$ cat src/rtl/axi_read_arbiter.sv
// Round-robin arbiter sharing one AXI read port between the instruction cache (s0)
// and the data cache (s1); each burst stays locked to its owner until rlast.
module axi_read_arbiter #(
    parameter int addr_width = 64,
    parameter int data_width = 64
) (
    input  logic                  clock,
    input  logic                  reset_n,

    input  logic                  s0_arvalid,
    input  logic [addr_width-1:0] s0_araddr,
    input  logic [7:0]            s0_arlen,
    input  logic [2:0]            s0_arsize,
    input  logic [1:0]            s0_arburst,
    output logic                  s0_arready,
    output logic                  s0_rvalid,
    output logic [data_width-1:0] s0_rdata,
    output logic                  s0_rlast,
    input  logic                  s0_rready,

    input  logic                  s1_arvalid,
    input  logic [addr_width-1:0] s1_araddr,
    input  logic [7:0]            s1_arlen,
    input  logic [2:0]            s1_arsize,
    input  logic [1:0]            s1_arburst,
    output logic                  s1_arready,
    output logic                  s1_rvalid,
    output logic [data_width-1:0] s1_rdata,
    output logic                  s1_rlast,
    input  logic                  s1_rready,

    output logic                  m_axi_arvalid,
    output logic [addr_width-1:0] m_axi_araddr,
    output logic [7:0]            m_axi_arlen,
    output logic [2:0]            m_axi_arsize,
    output logic [1:0]            m_axi_arburst,
    input  logic                  m_axi_arready,
    input  logic                  m_axi_rvalid,
    input  logic [data_width-1:0] m_axi_rdata,
    input  logic                  m_axi_rlast,
    output logic                  m_axi_rready,

    output logic                  burst_error
);

    typedef enum logic [1:0] {IDLE, ADDR, DATA} state_t;

    state_t                r_state;
    logic                  r_prio;
    logic                  r_owner;
    logic [8:0]            r_beatCnt;
    logic [addr_width-1:0] r_addr;
    logic [7:0]            r_len;
    logic [2:0]            r_size;
    logic [1:0]            r_burst;
    logic                  r_burstError;

    logic w_idle;
    logic w_data;
    logic w_grant0;
    logic w_grant1;
    logic w_rHandshake;
    logic w_lenMatch;
    logic w_to0;
    logic w_to1;

    // r_prio names the requester that wins when both ask in the same IDLE cycle
    assign w_grant0     = s0_arvalid && (!s1_arvalid || !r_prio);
    assign w_grant1     = s1_arvalid && (!s0_arvalid ||  r_prio);
    assign w_idle       = (r_state == IDLE);
    assign w_data       = (r_state == DATA);
    assign w_to0        = w_data && !r_owner;
    assign w_to1        = w_data &&  r_owner;
    assign w_rHandshake = w_data && m_axi_rvalid && m_axi_rready;
    assign w_lenMatch   = (r_beatCnt == {1'b0, r_len});

    assign s0_arready = w_idle && w_grant0;
    assign s1_arready = w_idle && w_grant1;

    assign m_axi_arvalid = (r_state == ADDR);
    assign m_axi_araddr  = r_addr;
    assign m_axi_arlen   = r_len;
    assign m_axi_arsize  = r_size;
    assign m_axi_arburst = r_burst;

    assign s0_rvalid = w_to0 && m_axi_rvalid;
    assign s0_rdata  = w_to0 ? m_axi_rdata : '0;
    assign s0_rlast  = w_to0 && m_axi_rlast;
    assign s1_rvalid = w_to1 && m_axi_rvalid;
    assign s1_rdata  = w_to1 ? m_axi_rdata : '0;
    assign s1_rlast  = w_to1 && m_axi_rlast;

    assign m_axi_rready = w_data && (r_owner ? s1_rready : s0_rready);
    assign burst_error  = r_burstError;

    // Burst length is checked on every beat, but only rlast ever ends the burst
    always_ff @(posedge clock or negedge reset_n) begin
        if (!reset_n) begin
            r_state      <= IDLE;
            r_prio       <= 1'b0;
            r_owner      <= 1'b0;
            r_beatCnt    <= '0;
            r_addr       <= '0;
            r_len        <= '0;
            r_size       <= '0;
            r_burst      <= '0;
            r_burstError <= 1'b0;
        end else begin
            case (r_state)
                IDLE: begin
                    if (w_grant0 || w_grant1) begin
                        r_owner <= w_grant1;
                        r_addr  <= w_grant1 ? s1_araddr  : s0_araddr;
                        r_len   <= w_grant1 ? s1_arlen   : s0_arlen;
                        r_size  <= w_grant1 ? s1_arsize  : s0_arsize;
                        r_burst <= w_grant1 ? s1_arburst : s0_arburst;
                        r_state <= ADDR;
                    end
                end
                ADDR: begin
                    if (m_axi_arready) begin
                        r_beatCnt <= '0;
                        r_state   <= DATA;
                    end
                end
                DATA: begin
                    if (w_rHandshake) begin
                        if (r_beatCnt != 9'd511) begin
                            r_beatCnt <= r_beatCnt + 9'd1;
                        end
                        if (m_axi_rlast != w_lenMatch) begin
                            r_burstError <= 1'b1;
                        end
                        if (m_axi_rlast) begin
                            r_prio  <= ~r_owner;
                            r_state <= IDLE;
                        end
                    end
                end
                default: r_state <= IDLE;
            endcase
        end
    end

endmodule

$ cat config.mk
export PLATFORM = sky130hd
export DESIGN_NAME = axi_read_arbiter
export DESIGN_NICKNAME = d
export VERILOG_FILES = /design/src/rtl/axi_read_arbiter.sv
export SDC_FILE = /design/constraint.sdc
export NUM_CORES = 1
export LEC_CHECK = 0
export BUFFER_PORTS_ARGS = -buffer_cell sky130_fd_sc_hd__buf_2
export CAP_MARGIN = 10
export CORE_AREA = 2 2 170 172
export CTS_CLUSTER_SIZE = 25
export DETAILED_ROUTE_END_ITERATION = 7
export DIE_AREA = 0 0 172 174
export PLACE_DENSITY = 0.54
export SLEW_MARGIN = 20
export SYNTH_ARGS = -nofsm -noshare
export SYNTH_HDL_FRONTEND = slang
export SYNTH_SLANG_ARGS = --single-unit
export TNS_END_PERCENT = 1
$ cat constraint.sdc
create_clock -name clock -period 2.6 [get_ports clock]
set_input_delay 0.13 -clock clock [delete_from_list [all_inputs] [get_ports clock]]
set_output_delay 0.13 -clock clock [all_outputs]
set_load 0.01 [all_outputs]
==> summary.md, run 1 <==
| Metric | Value |
|---|---|
| Finish-stage setup viols | 0 |
| Clk buf depth | 2 |
| DR DRC count | 0 |
| Fin. max-slew vios | 0 |
| PnR worst setup slack | between 0.3 and 0.4 ns |
| Synth top area share | 0.429 |
| P_leak | 4.92 nW |
| Post-Syn Area | 5310 sq um |
| Yosys top cell by area | dfrtp_1 |
| Nets@finish | 1223 |
| TNS Setup | 0 ns |
| Async SR Flop Fraction | 1.00 |
| Pwr/cell area | 949 nW/um^2 |
| Sequential element share of the synthesized area | 0.429 |
| Iteration count of the initial detailed-routing pass | 5 |
| CP Launch Type | flop |
| Flop pwr share | 0.318 |
| Die Y | 174 um |
| Hold Violations, Final | 0 |
| First-pass GRT wire length | 31600 um |
| Critical path peak fanout | 7 |
| Number of global-route vias before repair | about 5300 |
| Largest net degree at the start of global routing | ~160 |
| Worst Tran Pin Value | 0.856 ns |
| CP Class | reg -> reg |
| Hold Path Class | in -> reg |
| Gr ovfl total | 0 |
| Fmax | approximately 440 MHz |
| Hold Crit Start | s1_araddr[25] |
| Filler cell count | ~3100 |
| Top delay family on crit path | simple AND/OR/NAND/NOR gates |
| # clock sinks | between 90 and 100 |
| Crit. Startpoint | r_beatCnt[0] |
| Clk_lat worst skew | 0.35 ns |
| Crit-path cells | ha_1 > and3_1 > nand3_1 > nor2_1 > ha_1 > or3_1 > o41ai_2 |
| Hold_ws | 0.0676 ns |
| Share of cells above drive strength 1 | 0.472 |
| Via density | 4.28 |
| Multi-input logic area | ~2800 sq um |
| Initial antenna violation count | 1 |
| Setup slack, reg-to-reg | 0.35 ns |
| Clock Skew | 0.00838 ns |
| Mapped Nets | 823 |
| Vias | 5929 |
| Max Cap Viol | 0 |
| Fin crit period | 2.25 ns |
| R2r startpoint | r_beatCnt[0] |
| DRT iter0 DRCs | 315 |
| Hold Path End | m_axi_araddr[25] |
| Crit path DAT | 2.51 ns |
| Crit-path slowest cell | or3_1 |
| Layout Cells excl Fill | 1384 |
| Row Count | between 60 and 70 |
| GRT Overall Usage | 0.142 |
| Post-detail-place hpwl | 17900 um |
| Core Area | 28200 sq um |
| Die Area | 29900 sq um |
| Post-synth top flop | dfrtp_1 |
| Slew HR | 0.415 |
| Hold path cells | 3 |
| Switching Fraction | 0.437 |
| Buf/Inv on CP | 0 |
| Ports | 441 |
| Power Internal | about 4.4 mW |
| Post-synth EDFFs | 0 |
| NetSw | 3.40 mW |
| R2R cell count | 7 |
| Area growth, synth to finish | 54.5% |
| Routability cong. | 0.813 |
| TritonCTS Buffers | 9 |
| Synth cell types | 41 |
| Unrepaired setup endpoints after global routing | false |
| Status | finished clean |
| Clk pwr share | 0.166 |
| Port bufs | 440 |
| Fin crit share | 0.867 |
| Final ANT Viol Nets | 0 |
| Clk slew on worst S/H paths | 0.07 ns |
| RR Endpoint | r_beatCnt[7] |
| Starting Density | 0.188 |
| Cell mode on critical path | ha_1 |
| FF+latch count, synth | just over 90 |
| Post-synth top cells | and3_1 (132), dfrtp_1 (91), nor2_1 (86) |
| Critical Path RT | 2.86 ns |
| Largest cells by area after synthesis | dfrtp_1 (43%), and3_1 (16%), mux2i_1 (15%) |
| Mapped Cells | between 500 and 600 |
| Clock root cell | clkbuf_16 |
| VDD IR max | between 0.4 and 0.5 mV |
| Ys Warns | 0 |
| Most common cell in the netlist | and3_1 |
| Place WS | roughly 0.27 ns |
| Post-Route WL | between 20000 and 25000 um |
| Die W | between 150 and 200 um |
| CTS H-tree lvls | 3 |
| Crit end category | flop |
| Slowest stage delay, CP | 0.52 ns |
| TritonCTS clock tree | done |
| Combinational Power Share | 0.516 |
| FF/Latch Area | about 2300 sq um |
| Pwr Total | 7.78 mW |
| Syn avg cell area | 8.93 sq um |
| Cells after DPL | 1366 |
| DR WL/cell | 16.2 um |
-- metrics by stage --
| stage | util | area [sq um] |
|---|---|---|
| floorplan | - | 5310 |
| CTS | 0.290 | 8190 |
| detailed placement | 0.279 | 7890 |
| finish | 0.290 | 8200 |
| global route | 0.290 | 8190 |
| global placement | 0.279 | 7890 |
-- worst min-delay path: stages --
cell and delay, ns:
buf_2 0.07, mux2i_1 0.05, a21oi_1 0.13
-- cells in the final DEF (no fill, tap or decap), types with 2 or more instances in the layout --
cell type	count
buf_2	439
and3_1	132
dfrtp_1	90
nor2_1	86
mux2i_1	78
a21oi_1	78
o31ai_1	10
clkbuf_16	9
nand2_1	7
xnor2_1	7
buf_4	5
buf_12	4
inv_1	3
nor3_1	3
nand3_1	3
o21ai_0	3
clkinv_2	3
clkbuf_8	3
nand2b_1	2
o21ai_1	2
o21bai_1	2
ha_1	2
-- what timing repair did --
action                                 in CTS  in global routing
endpoints found under the hold margin      36                  0
setup endpoints to repair                   0                  9
resized for setup                           0                  1
setup buffers                               0                  0
hold buffers                                1                  0
-- logic make-up after synthesis --
family / synth area share
xor+xnor: 0.0132
mux: 0.149
buf+inv: 0.0483
flops: 0.429
fa+ha+maj: 0.00472
compound gates: 0.116
simple gates: 0.239
-- cell type report --
class | count | area share
clock inverters | 4 | 0.00290
multi-input cells | 438 | 0.342
well taps | 384 | 0.0586
inverters | 5 | 0.00229
diodes | 1 | 0.000305
clock buffers | 12 | 0.0325
flip-flops and latches | 91 | 0.278
repair buffers | 449 | 0.284
-- sequential cells by signal, indices dropped and copies added, names as in the netlist --
register	flops
m_axi_arsize	3
r_owner	1
m_axi_araddr	64
r_beatCnt	9
r_prio	1
m_axi_arlen	8
m_axi_arburst	2
r_state	2
burst_error	1
-- layer usage --
metal	wire length (um)	global-route usage	part of all wire	vias to the layer above
met1	9080	0.162	0.40	2708
met4	261	0.0385	0.012	0
met3	1550	0.0298	0.069	17
met5	0	0	0	-
met2	11600	0.264	0.52	295
li1	-	-	-	2909
-- worst max path at each step --
| stage | endpoint | slack [ns] | cells past startpoint |
|---|---|---|---|
| floorplan | r_beatCnt[7] | 0.56 | 8 |
| global placement | r_beatCnt[0] | 0.27 | 8 |
| detailed placement | r_beatCnt[3] | 0.27 | 8 |
| CTS | r_beatCnt[1] | 0.19 | 8 |
| global route | r_beatCnt[7] | 0.20 | 7 |
| finish | r_beatCnt[7] | 0.35 | 7 |
-- power by group through the flow --
stage,Clock (mW),Sequential (mW),Combinational (mW)
after global routing,1.39,2.57,4.45
after detailed placement,0,2.48,4.07
final,1.29,2.48,4.01
after global placement,0,2.48,4.04
after CTS,1.34,2.48,4.07
after floorplan,0,2.74,2.13
No activity file was read; power rests on OpenSTA's default activity.
==> run 2: changes to the inputs <==
- REMOVE_ABC_BUFFERS: unset -> 1
==> run 2 against run 1 <==
Effect of this change:
- cell count grew 0.14%
- maximum frequency fell by 4.8%
- global-route usage is 0.43 points lower
- critical endpoint is now r_beatCnt[1]
- critical path type unchanged
- sequential cell count unchanged
==> summary.md, run 2 (same netlist as run 1, synthesis figures left out) <==
| Metric | Value |
|---|---|
| Max Cap Viol | 0 (unchanged) |
| Clk_lat worst skew | 0.35 ns (about the same) |
| Buf/Inv on CP | 0 (unchanged) |
| Fin crit period | 2.37 ns (+0.115 ns) |
| TritonCTS clock tree | done |
| VDD IR max | 0.391 mV (-7.0%) |
| Share of cells above drive strength 1 | 0.472 (about the same) |
| Cell mode on critical path | ha_1 |
| # clock sinks | 91 (unchanged) |
| First-pass GRT wire length | 31000 um (-1.8%) |
| CTS H-tree lvls | 3 (unchanged) |
| Diodes inserted | 0 (-1) |
| CP Class | reg -> reg |
| Final ANT Viol Nets | 0 (unchanged) |
| Setup slack, reg-to-reg | 0.23 ns (-0.11 ns) |
| Hold Path Class | in -> reg |
| Finish-stage setup viols | 0 (unchanged) |
| Layout Cells excl Fill | 1386 (+0.14%) |
| P_leak | 4.93 nW (+0.34%) |
| Hold Violations, Final | 0 (unchanged) |
| TritonCTS Buffers | 9 (unchanged) |
| Core Area | 28200 sq um (unchanged) |
| Crit-path cells | ha_1 > and3_1 > nand3_1 > nor2_1 > ha_1 > a2bb2oi_1 > o21ai_0 > o31ai_1 |
| Worst Tran Pin Value | 0.903 ns (+0.0471 ns) |
| Pwr Total | 7.87 mW (+1.2%) |
| Row Count | 62 (unchanged) |
| CP Launch Type | flop |
| Post-Route WL | 22100 um (-1.7%) |
| Unrepaired setup endpoints after global routing | false |
| Crit end category | flop |
| Slowest stage delay, CP | 0.74 ns (+0.22 ns) |
| Filler cell count | 3146 (-0.064%) |
| Ports | 441 (unchanged) |
| Fmax | 422 MHz (-4.8%) |
| R2r startpoint | r_beatCnt[0] |
| DRT iter0 DRCs | 281 (-11%) |
| Status | finished clean |
| Routability cong. | 0.773 (-5.0%) |
| Fin. max-slew vios | 0 (unchanged) |
| Die W | 172 um (unchanged) |
| Max reg flops | 64 (unchanged) |
| Gr ovfl total | 0 (unchanged) |
| Cells after DPL | 1369 (+0.22%) |
| Crit path DAT | 2.61 ns (+0.10 ns) |
| Via density | 4.31 (+0.60%) |
| Vias | 5973 (+0.74%) |
| Crit. Startpoint | r_beatCnt[0] |
| Nets@finish | 1226 (+0.25%) |
| Initial antenna violation count | 4 (+3) |
| Clk slew on worst S/H paths | 0.06 ns (about the same) |
| CTS hold repair buffers | 1 (unchanged) |
| DR WL/cell | 15.9 um (-1.8%) |
| Crit-path slowest cell | a2bb2oi_1 |
| Clock Skew | 0.0110 ns (+0.00263 ns) |
| Clk buf depth | 2 (unchanged) |
| Fin crit share | 0.911 (+0.0442) |
| Number of global-route vias before repair | 5438 (+1.8%) |
| DR DRC count | 0 (unchanged) |
| Final Util | 0.291 (+0.000975) |
| Top delay family on crit path | compound AO/OA/AOI/OAI gates |
| Critical path peak fanout | 11 (+4) |
| Hold Crit Start | m_axi_arready |
| CTS resizes | 0 (unchanged) |
| Die Y | 174 um (unchanged) |
| Iteration count of the initial detailed-routing pass | 4 (-1) |
| Area growth, synth to finish | 55.0% |
| Port bufs | 440 (unchanged) |
| Critical Path RT | 2.84 ns (-0.02 ns) |
| Clock root cell | clkbuf_16 |
| Largest net degree at the start of global routing | 133 (-15%) |
| Starting Density | 0.188 (unchanged) |
| Commonest cells after routing, fill and taps aside | buf_2 (439), and3_1 (132), dfrtp_1 (90), nor2_1 (86) |
| GRT Overall Usage | 0.138 (-0.00431) |
| Die Area | 29900 sq um (unchanged) |
| Commonest non-fill, non-tap cell in the layout | buf_2 |
| Slew HR | 0.396 (-0.0190) |
| Post-CTS Setup Inserts | 0 (unchanged) |
| Pwr/cell area | 957 nW/um^2 (+0.87%) |
| Post-detail-place hpwl | 17800 um (-0.78%) |
[run 2: cell types whose count changed in the layout (fill, tap and decap cells not counted), sizes merged]
cell / change
inv: +1
bufinv: +1
diode: -1
clkinv: -1
clkbuf: -1
buf: +3
[run 2: path summary, 6_finish.rpt]
kind	to	cells after the start
worst max-delay path	r_beatCnt[1]	8
worst min-delay path	r_state[1]	2
min in group asynchronous	m_axi_araddr[10]	2
worst max register to register	r_beatCnt[1]	8
max in group asynchronous	m_axi_arlen[6]	3
worst min register to register	m_axi_araddr[37]	2
[run 2: worst reg2reg max path: cells and delay by family, from the launching register on]
family          cells  cell delay [ns]
compound gates      3             1.01
flops               1             0.41
fa+ha+maj           2             0.40
simple gates        3             0.45
[run 2: report_power, final]
| group | internal (mW) | switching (mW) |
|---|---|---|
| Sequential | 2.07 | 0.418 |
| Combinational | 1.61 | 2.41 |
| Clock | 0.778 | 0.581 |
| Total | 4.46 | 3.41 |
[run 2: area by class of cell]
cell class	instances	area [sq um]	share of cell area
Inverter	5	18.8	0.00228
Clock inverter	5	61.3	0.00745
Timing Repair Buffer	452	2350	0.285
Tap cell	384	480	0.0584
Sequential cell	91	2280	0.277
Clock buffer	11	243	0.0295
Multi-Input combinational cell	438	2800	0.340
[run 2: metrics by stage]
step | hold slack (ns) | setup TNS (ns) | instance area (sq um) | worst slack (ns)
2_1_floorplan | -0.166 | -668.50 | 5070 | -6.09
3_3_place_gp | 0.269 | 0 | 7910 | 0.327
3_5_place_dp | 0.281 | 0 | 7910 | 0.261
4_1_cts | 0.0499 | 0 | 8220 | 0.248
5_1_grt | 0.0794 | 0 | 8220 | 0.0126
6_report | 0.0710 | 0 | 8220 | 0.232
[run 2: layer usage]
metal  wire (um)  up-vias  global-route usage
met5          27        -                   0
met4         238        4              0.0322
met3        1770       18              0.0330
met2       11400      297               0.260
met1        8680     2744               0.153
li1            -     2910                   -
